<file path="src/rtl/mmio_uart_tx.sv">
// Memory-mapped 8N1 UART transmitter: TXDATA/STATUS register window on the core data bus,
// byte FIFO feeding a START/DATA/STOP shifter with registered tx/busy outputs.
module mmio_uart_tx #(
   parameter logic [31:0] BASE_ADDR    = 32'h0000_0400,
   parameter int unsigned CLKS_PER_BIT = 16,
   parameter int unsigned FIFO_DEPTH   = 4
) (
   input  logic        clk,
   input  logic        reset,
   input  logic        MemWrite,
   input  logic [31:0] DataAdr,
   input  logic [31:0] WriteData,
   output logic [31:0] ReadData,
   output logic        Sel,
   output logic        tx,
   output logic        busy
);

   localparam int unsigned PtrW = $clog2(FIFO_DEPTH);
   localparam int unsigned CntW = $clog2(FIFO_DEPTH) + 1;
   localparam int unsigned BitW = $clog2(CLKS_PER_BIT);
   localparam logic [BitW-1:0] BitLast = BitW'(CLKS_PER_BIT - 1);
   localparam logic [CntW-1:0] Depth = CntW'(FIFO_DEPTH);

   typedef enum logic [1:0] {StIdle, StStart, StData, StStop} state_e;

   state_e            state_q, state_d;
   logic [BitW-1:0]   bit_cnt_q, bit_cnt_d;
   logic [2:0]        idx_q, idx_d;
   logic [7:0]        shift_q, shift_d;
   logic              tx_q, tx_d;
   logic              busy_q, busy_d;

   logic [7:0]        mem_q [FIFO_DEPTH];
   logic [PtrW-1:0]   wr_ptr_q, rd_ptr_q;
   logic [CntW-1:0]   count_q;
   logic              ovf_q;

   logic              wr_en, push_req, push, pop, full, empty, ovf_clr, bit_last;
   logic [3:0]        count_sat;
   logic              unused;

   assign unused = ^{DataAdr[1:0], WriteData[31:8], WriteData[7:4], WriteData[2:0]};

   // Bus decode and status
   always_comb begin
      Sel       = (DataAdr[31:3] == BASE_ADDR[31:3]);
      wr_en     = MemWrite & Sel;
      push_req  = wr_en & ~DataAdr[2];
      ovf_clr   = wr_en & DataAdr[2] & WriteData[3];
      full      = (count_q == Depth);
      empty     = (count_q == '0);
      push      = push_req & ~full;
      count_sat = (32'(count_q) > 32'd15) ? 4'hF : 4'(count_q);
      ReadData  = '0;
      if (Sel && DataAdr[2]) begin
         ReadData = {24'b0, count_sat, ovf_q, busy_q, empty, full};
      end
   end

   // Shifter next state; tx/busy are derived from the next state so they come out registered
   always_comb begin
      state_d   = state_q;
      bit_cnt_d = bit_cnt_q;
      idx_d     = idx_q;
      shift_d   = shift_q;
      pop       = 1'b0;
      bit_last  = (bit_cnt_q == BitLast);
      unique case (state_q)
         StIdle: begin
            if (!empty) begin
               pop       = 1'b1;
               shift_d   = mem_q[rd_ptr_q];
               bit_cnt_d = '0;
               state_d   = StStart;
            end
         end
         StStart: begin
            if (bit_last) begin
               bit_cnt_d = '0;
               idx_d     = 3'd0;
               state_d   = StData;
            end else begin
               bit_cnt_d = bit_cnt_q + BitW'(1);
            end
         end
         StData: begin
            if (bit_last) begin
               bit_cnt_d = '0;
               if (idx_q == 3'd7) begin
                  state_d = StStop;
               end else begin
                  idx_d = idx_q + 3'd1;
               end
            end else begin
               bit_cnt_d = bit_cnt_q + BitW'(1);
            end
         end
         StStop: begin
            if (bit_last) begin
               bit_cnt_d = '0;
               if (!empty) begin
                  pop     = 1'b1;
                  shift_d = mem_q[rd_ptr_q];
                  state_d = StStart;
               end else begin
                  state_d = StIdle;
               end
            end else begin
               bit_cnt_d = bit_cnt_q + BitW'(1);
            end
         end
         default: state_d = StIdle;
      endcase

      if (state_d == StStart) begin
         tx_d = 1'b0;
      end else if (state_d == StData) begin
         tx_d = shift_d[idx_d];
      end else begin
         tx_d = 1'b1;
      end
      busy_d = (state_d != StIdle);
   end

   always_ff @(posedge clk) begin
      if (reset) begin
         state_q   <= StIdle;
         bit_cnt_q <= '0;
         idx_q     <= '0;
         shift_q   <= '0;
         tx_q      <= 1'b1;
         busy_q    <= 1'b0;
         wr_ptr_q  <= '0;
         rd_ptr_q  <= '0;
         count_q   <= '0;
         ovf_q     <= 1'b0;
      end else begin
         state_q   <= state_d;
         bit_cnt_q <= bit_cnt_d;
         idx_q     <= idx_d;
         shift_q   <= shift_d;
         tx_q      <= tx_d;
         busy_q    <= busy_d;
         if (push) wr_ptr_q <= wr_ptr_q + PtrW'(1);
         if (pop)  rd_ptr_q <= rd_ptr_q + PtrW'(1);
         if (push && !pop) begin
            count_q <= count_q + CntW'(1);
         end else if (pop && !push) begin
            count_q <= count_q - CntW'(1);
         end
         // Fullness is judged before the edge, so a same-edge pop does not rescue the store
         if (push_req && full) begin
            ovf_q <= 1'b1;
         end else if (ovf_clr) begin
            ovf_q <= 1'b0;
         end
      end
   end

   always_ff @(posedge clk) begin
      if (!reset && push) begin
         mem_q[wr_ptr_q] <= WriteData[7:0];
      end
   end

   assign tx   = tx_q;
   assign busy = busy_q;

endmodule

</file>
<file path="config.mk">
export PLATFORM = sky130hd
export DESIGN_NAME = mmio_uart_tx
export DESIGN_NICKNAME = d
export VERILOG_FILES = /design/src/rtl/mmio_uart_tx.sv
export SDC_FILE = /design/constraint.sdc
export NUM_CORES = 1
export LEC_CHECK = 0
export CORE_MARGIN = 2
export CORE_UTILIZATION = 41
export DETAILED_ROUTE_END_ITERATION = 8
export PLACE_DENSITY = 0.76
export SLEW_MARGIN = 20
export SYNTH_ARGS = -nofsm -noshare
export SYNTH_HDL_FRONTEND = slang
export SYNTH_SLANG_ARGS = --single-unit
</file>
<file path="constraint.sdc">
create_clock -name clk -period 2.7 [get_ports clk]
set_input_delay 0.54 -clock clk [delete_from_list [all_inputs] [get_ports clk]]
set_output_delay 0.54 -clock clk [all_outputs]
set_load 0.01 [all_outputs]
</file>
* After elaboration in Yosys (flattened, before gate mapping) *
Memories as Yosys holds them, arrays and structs flattened. A register that Yosys moved wholly into a read port is not among the register bits.
Cells that the tools add are included.

storage, ports and cells
  RAM bits = 32
  memories = 1
  input bits = 67
  register bits after elaboration = 27
  output and inout port bits = 35
  logic and storage cells = 82

operators by class
  mux-type cells = 33
  reductions and logical operators = 14
  order comparisons = 1
  $add $sub $neg = 6
  equality and inequality tests = 10
  bitwise operators = 7

memories
  memory  words  width  rd ports  clocked after Yosys merged registers in  write ports  line  source
  mem_q   4      8      1         1                                        1            34    logic [7:0] mem_q [FIFO_DEPTH];

operators with widths
  operator                                                    number
  equality test 29 x 8 -> 1 bit, second input constant        1
  two-way mux 8 bit                                           2
  one-hot mux 8 bit (2 select lines)                          1
  two-way mux 3 bit                                           5
  two-way mux 2 bit                                           7
  two-way mux 1 bit                                           10
  two-way mux 4 bit                                           2
  one-hot mux 2 bit (4 select lines)                          1
  one-hot mux 4 bit (2 select lines)                          1
  two-way mux 7 bit                                           1
  adder 3 x 1 -> 3 bit, second input constant                 2
  equality test 2 bit, second input constant                  3
  equality test 3 bit, second input constant                  2
  one-hot mux 3 bit (2 select lines)                          1
  nonzero test 2 bit                                          3
  AND 1 bit                                                   5
  logical AND 1 bit                                           5
  adder 2 x 1 -> 2 bit, second input constant                 2
  adder 4 x 1 -> 4 bit, second input constant                 1
  equality test 2 x 1 -> 1 bit, second input constant         2
  equality test 4 bit, second input constant                  1
  less-than comparator 3 x 4 -> 1 bit, second input constant  1
  binary-select mux 1 bit (select 3 bit)                      1
  logical NOT 1 bit                                           3
  7 further kinds                                             8

* Logic depth before layout (Yosys ltp) *
  depth after elaboration = 8
  mapped depth = 12
  gate-level depth less buffers = 11

* Worst setup path before layout *
OpenSTA, ideal clock, no wires.

  path type = input port to flip-flop
  start point = input port DataAdr[7]
  end point = register count_q[2]
  required time = 2.629 ns
  arrival = 2.930 ns
  path slack = -0.301 ns
  stages = 11
  library setup time = 0.071 ns
  buffers on the path = 0
  cells stage by stage = nor4b_1 nand4_1 nor2_1 nand3b_1 a21oi_1 ha_1 inv_1 fa_1 xor2_1 or3_1 a21oi_1

on the way
  longest elaborated chain between the ends = 7
  elaborated cells on any way between the ends = 9
  classes of those cells = eq/ne: 1; mux: 1; bitwise: 3; reduce/logical: 4

RTL lines
  item                                 line  source
  start, declared                      11    input logic [31:0] DataAdr,
  equality test 29 x 8 -> 1 bit (*)    47    Sel = (DataAdr[31:3] == BASE_ADDR[31:3]);
  via Sel                              14    output logic Sel,
  AND 1 bit (*)                        48    wr_en = MemWrite & Sel;
  AND 1 bit (*)                        49    push_req = wr_en & ~DataAdr[2];
  AND 1 bit (*)                        53    push = push_req & ~full;
  via push                             39    logic wr_en, push_req, push, pop, full, empty, ovf_clr, bit_last;
  logical NOT 1 bit                    149   end else if (pop && !push) begin
  logical AND 1 bit                    149
  nonzero test 2 bit (no source line)  -
  end signal, assigned                 148   count_q <= count_q + CntW'(1);
  end signal, assigned                 150   count_q <= count_q - CntW'(1);
  end, declared                        36    logic [CntW-1:0] count_q;

The timed path passes the listed nets; every way through them passes the cells marked *.
A chain may end at the register's enable or synchronous reset.

* Final worst setup path *
  start point = input port DataAdr[23]
  end point = output port ReadData[0]

on the way
  longest elaborated chain between the ends = 3

RTL lines
  item                           line  source
  equality test 29 x 8 -> 1 bit  47
  logical AND 1 bit              56    if (Sel && DataAdr[2]) begin
  two-way mux 7 bit              56
  end, declared                  13    output logic [31:0] ReadData,

Every way passes these cells.

==> flow_summary.ini <==
[clock_tree]
clock_path_buffers = 2
numCtsBuffers = 9
cts_htree_levels = 3
cts.sinks = 61
clk_pin_slew_ns = 0.07
cts_tree = yes
cts_root_buf = clkbuf_8
clk_latency_ns = 0.33
cts_hold_buffers = 0

[sta]
min_period_ns = 2.583
whs_ns = 0.5088
tightest_slew_ns = 0.5690
slew_headroom = 0.6202
rsz0062_at_grt = true
post-route-period-util = 0.9565
tns_ns = 0
finalMaxSlewViolations = 0
hold_viol = 0
fin_skew_ns = 0.007340
timing.fmax_mhz = 387.2
setup_viol = 0

[synthesis]
synth_top_cells_by_area = edfxtp_1, dfxtp_1, buf_4
yosysUniqueCellTypes = 52
yosysTopAreaCellShare = 0.3224
synth_top_flop_cell = edfxtp_1
synth-async-reset-ratio = 0
synth_mux_area_frac = 0.08102
synth-xor-area-share = 0.01469
ys_seq_elements = 61
syn_avg_cell_area_um2 = 11.69
synth_compound_area_frac = 0.09320
ys_warn_count = 0
syn_inst = 255
synth_area_um2 = 2980
yosys.area_share.simple = 0.1490
yosysMostFrequentCell = edfxtp_1
synth_top_family_by_area = simple AND/OR/NAND/NOR gates
synth_edf_count = 32
yosysSeqAreaShare = 0.5172
yosys.area.top_type = edfxtp_1
synth_commonest_cells = edfxtp_1, dfxtp_1, nor2_1
synth_fa_ha_area_frac = 0.05709

[routing]
drt-initial-drc-count = 120
routedWlPerCell_um = 13.60
vias_per_cell = 4.809
postRouteAntennaNets = 0
first_pass_iters = 4
drc = 0
finalWirelength_um = 5972
routed-via-count = 2111

[placement]
dp_hpwl_um = 4281
place_area_um2 = 3682
dp.cells = 411
port-buffer-count = 50
place.gp.congestion = 0.7289

[outcome]
status = completed

[floorplan]
die_w_um = 89.26
io-pin-count = 102
dieArea_um2 = 7967
start_util = 0.4176
rows = 31
die-height_um = 89.26
coreArea_um2 = 7137

[worst_setup_path]
r2r_slack_ns = 0.27
crit_arrival_ns = 2.04
critical_path_required_ns = 2.16
cp_max_fo = 3
path_class = input pin to primary output
endpoint_kind = primary output
startpoint_type = input pin

[global_routing]
grt_pass1_vias = 2142
antenna_found_initial = 0
grt.overflow.total = 0
grt_max_degree = 28
grt_pass1_wl_um = 10130
grt.total_usage = 0.1679

[power_and_ir_drop]
comb_power_share = 0.308
p_seq_frac = 0.412
power.switching_uw = 919.6
p_leak_uw = 0.001572
power_switching_share = 0.3212
clockPowerShare = 0.280
power.internal_uw = 1943
p_per_area_nw_per_um2 = 724.1
peakVddDrop_v = 0.0005613

[job]
max_cap_violations = 0

[worst_hold_path]
hold_path_class = register to register

[final_layout]
area_growth_syn_to_layout_pct = 32.66
layout.cells.non_filler = 439
final_area_um2 = 3954
layout.nets = 415
drive_gt1_frac = 0.2118
antenna_cells = 0
## kinds of logic (layout without fill, tap and decap cells)
| kind of cell | count (synthesis) | count (layout) |
|---|---|---|
| compound gates | 37 | 37 |
| buf+inv | 43 | 104 |
| mux | 14 | 14 |
| fa+ha+maj | 13 | 13 |
| flops | 61 | 61 |
| xor+xnor | 5 | 5 |
| other cells | 1 | 25 |
| simple gates | 81 | 81 |
## through the flow
stage                     power, uW  setup slack [ns]  utilization
after global placement         2052           -0.3672       0.5160
final                          2863            0.1174       0.5540
after floorplan                1841           0.01499            -
after global routing           3041          -0.02616       0.5540
after detailed placement       2084           -0.4046       0.5160
after CTS                      2876          0.001533       0.5538
## worst paths after layout
check,start,endpoint,cells past startpoint
setup / recovery,DataAdr[23],ReadData[0],8
hold reg to reg,shift_q[3],shift_q[3],2
hold / removal,shift_q[3],shift_q[3],2
setup reg to reg,state_q[0],count_q[2],10
## layer usage
metal | vias up | part of all wire | track usage
met1 | 999 | 0.42 | 0.2004
met4 | 0 | 0.0067 | 0.05020
met2 | 60 | 0.54 | 0.3010
met5 | - | 0 | 0
li1 | 1047 | - | -
met3 | 5 | 0.040 | 0.03878
## state kept, by name, indices dropped and copies added (netlist names), 2 cells and up, named ones only
| register | cells |
|---|---|
| mem_q | 32 |
| idx_q | 3 |
| count_q | 3 |
| rd_ptr_q | 2 |
| bit_cnt_q | 4 |
| wr_ptr_q | 2 |
| state_q | 2 |
| shift_q | 8 |
## critical path, cell delays in order
cell and delay [ns]:
dlygate4sd2_1 0.24, nor4_2 0.25, nand4_1 0.18, nor2_4 0.16, buf_4 0.12, and2_1 0.14
nor2b_1 0.15, clkdlybuf4s15_1 0.27
## cell type report
| type | count | area, um2 |
|---|---|---|
| clock buffers | 9 | 123.9 |
| clock inverters | 7 | 75.07 |
| fillers | 607 | 3183 |
| inverters | 11 | 41.29 |
| multi-input cells | 175 | 1330 |
| flip-flops and latches | 61 | 1541 |
| well taps | 99 | 123.9 |
| repair buffers | 77 | 718.2 |
## placed cells by master, fill, tap and decap left out, drive strengths merged, types with 2 or more instances in the layout
| master | instances |
|---|---|
| edfxtp | 32 |
| dlygate4sd2 | 24 |
| nand4 | 2 |
| mux4 | 8 |
| and2 | 5 |
| ha | 12 |
| nand2 | 8 |
| xnor2 | 2 |
| or3 | 2 |
| nor2b | 8 |
| nor3 | 3 |
| dfxtp | 29 |
| nor4 | 7 |
| clkbuf | 10 |
| clkinv | 4 |
| a21oi | 10 |
| inv | 11 |
| and3 | 7 |
| nor2 | 27 |
| or2 | 2 |
| clkdlybuf4s15 | 12 |
| xor2 | 3 |
| o21ai | 7 |
| nand3 | 5 |
| mux2i | 5 |
| a22o | 6 |
| a22oi | 3 |
| clkdlybuf4s50 | 13 |
| nor4b | 3 |
| buf | 27 |
| clkinvlp | 2 |
| conb | 25 |
## timing repair
action | 4_1_cts | 5_1_grt
setup buffers | 13 | 1
endpoints found under the setup margin | 9 | 35
resized for setup | 49 | 7
endpoints found under the hold margin | 0 | 0
pin swaps | 15 | 11
## power by group through the flow
stage,combinational (uW),clock (uW),sequential [uW]
after floorplan,686,0,1150
after global placement,855,0,1200
after detailed placement,880,0,1200
after CTS,873,820,1180
after global routing,988,854,1200
final,881,802,1180
Note: power is estimated with default switching activity, not from simulation.
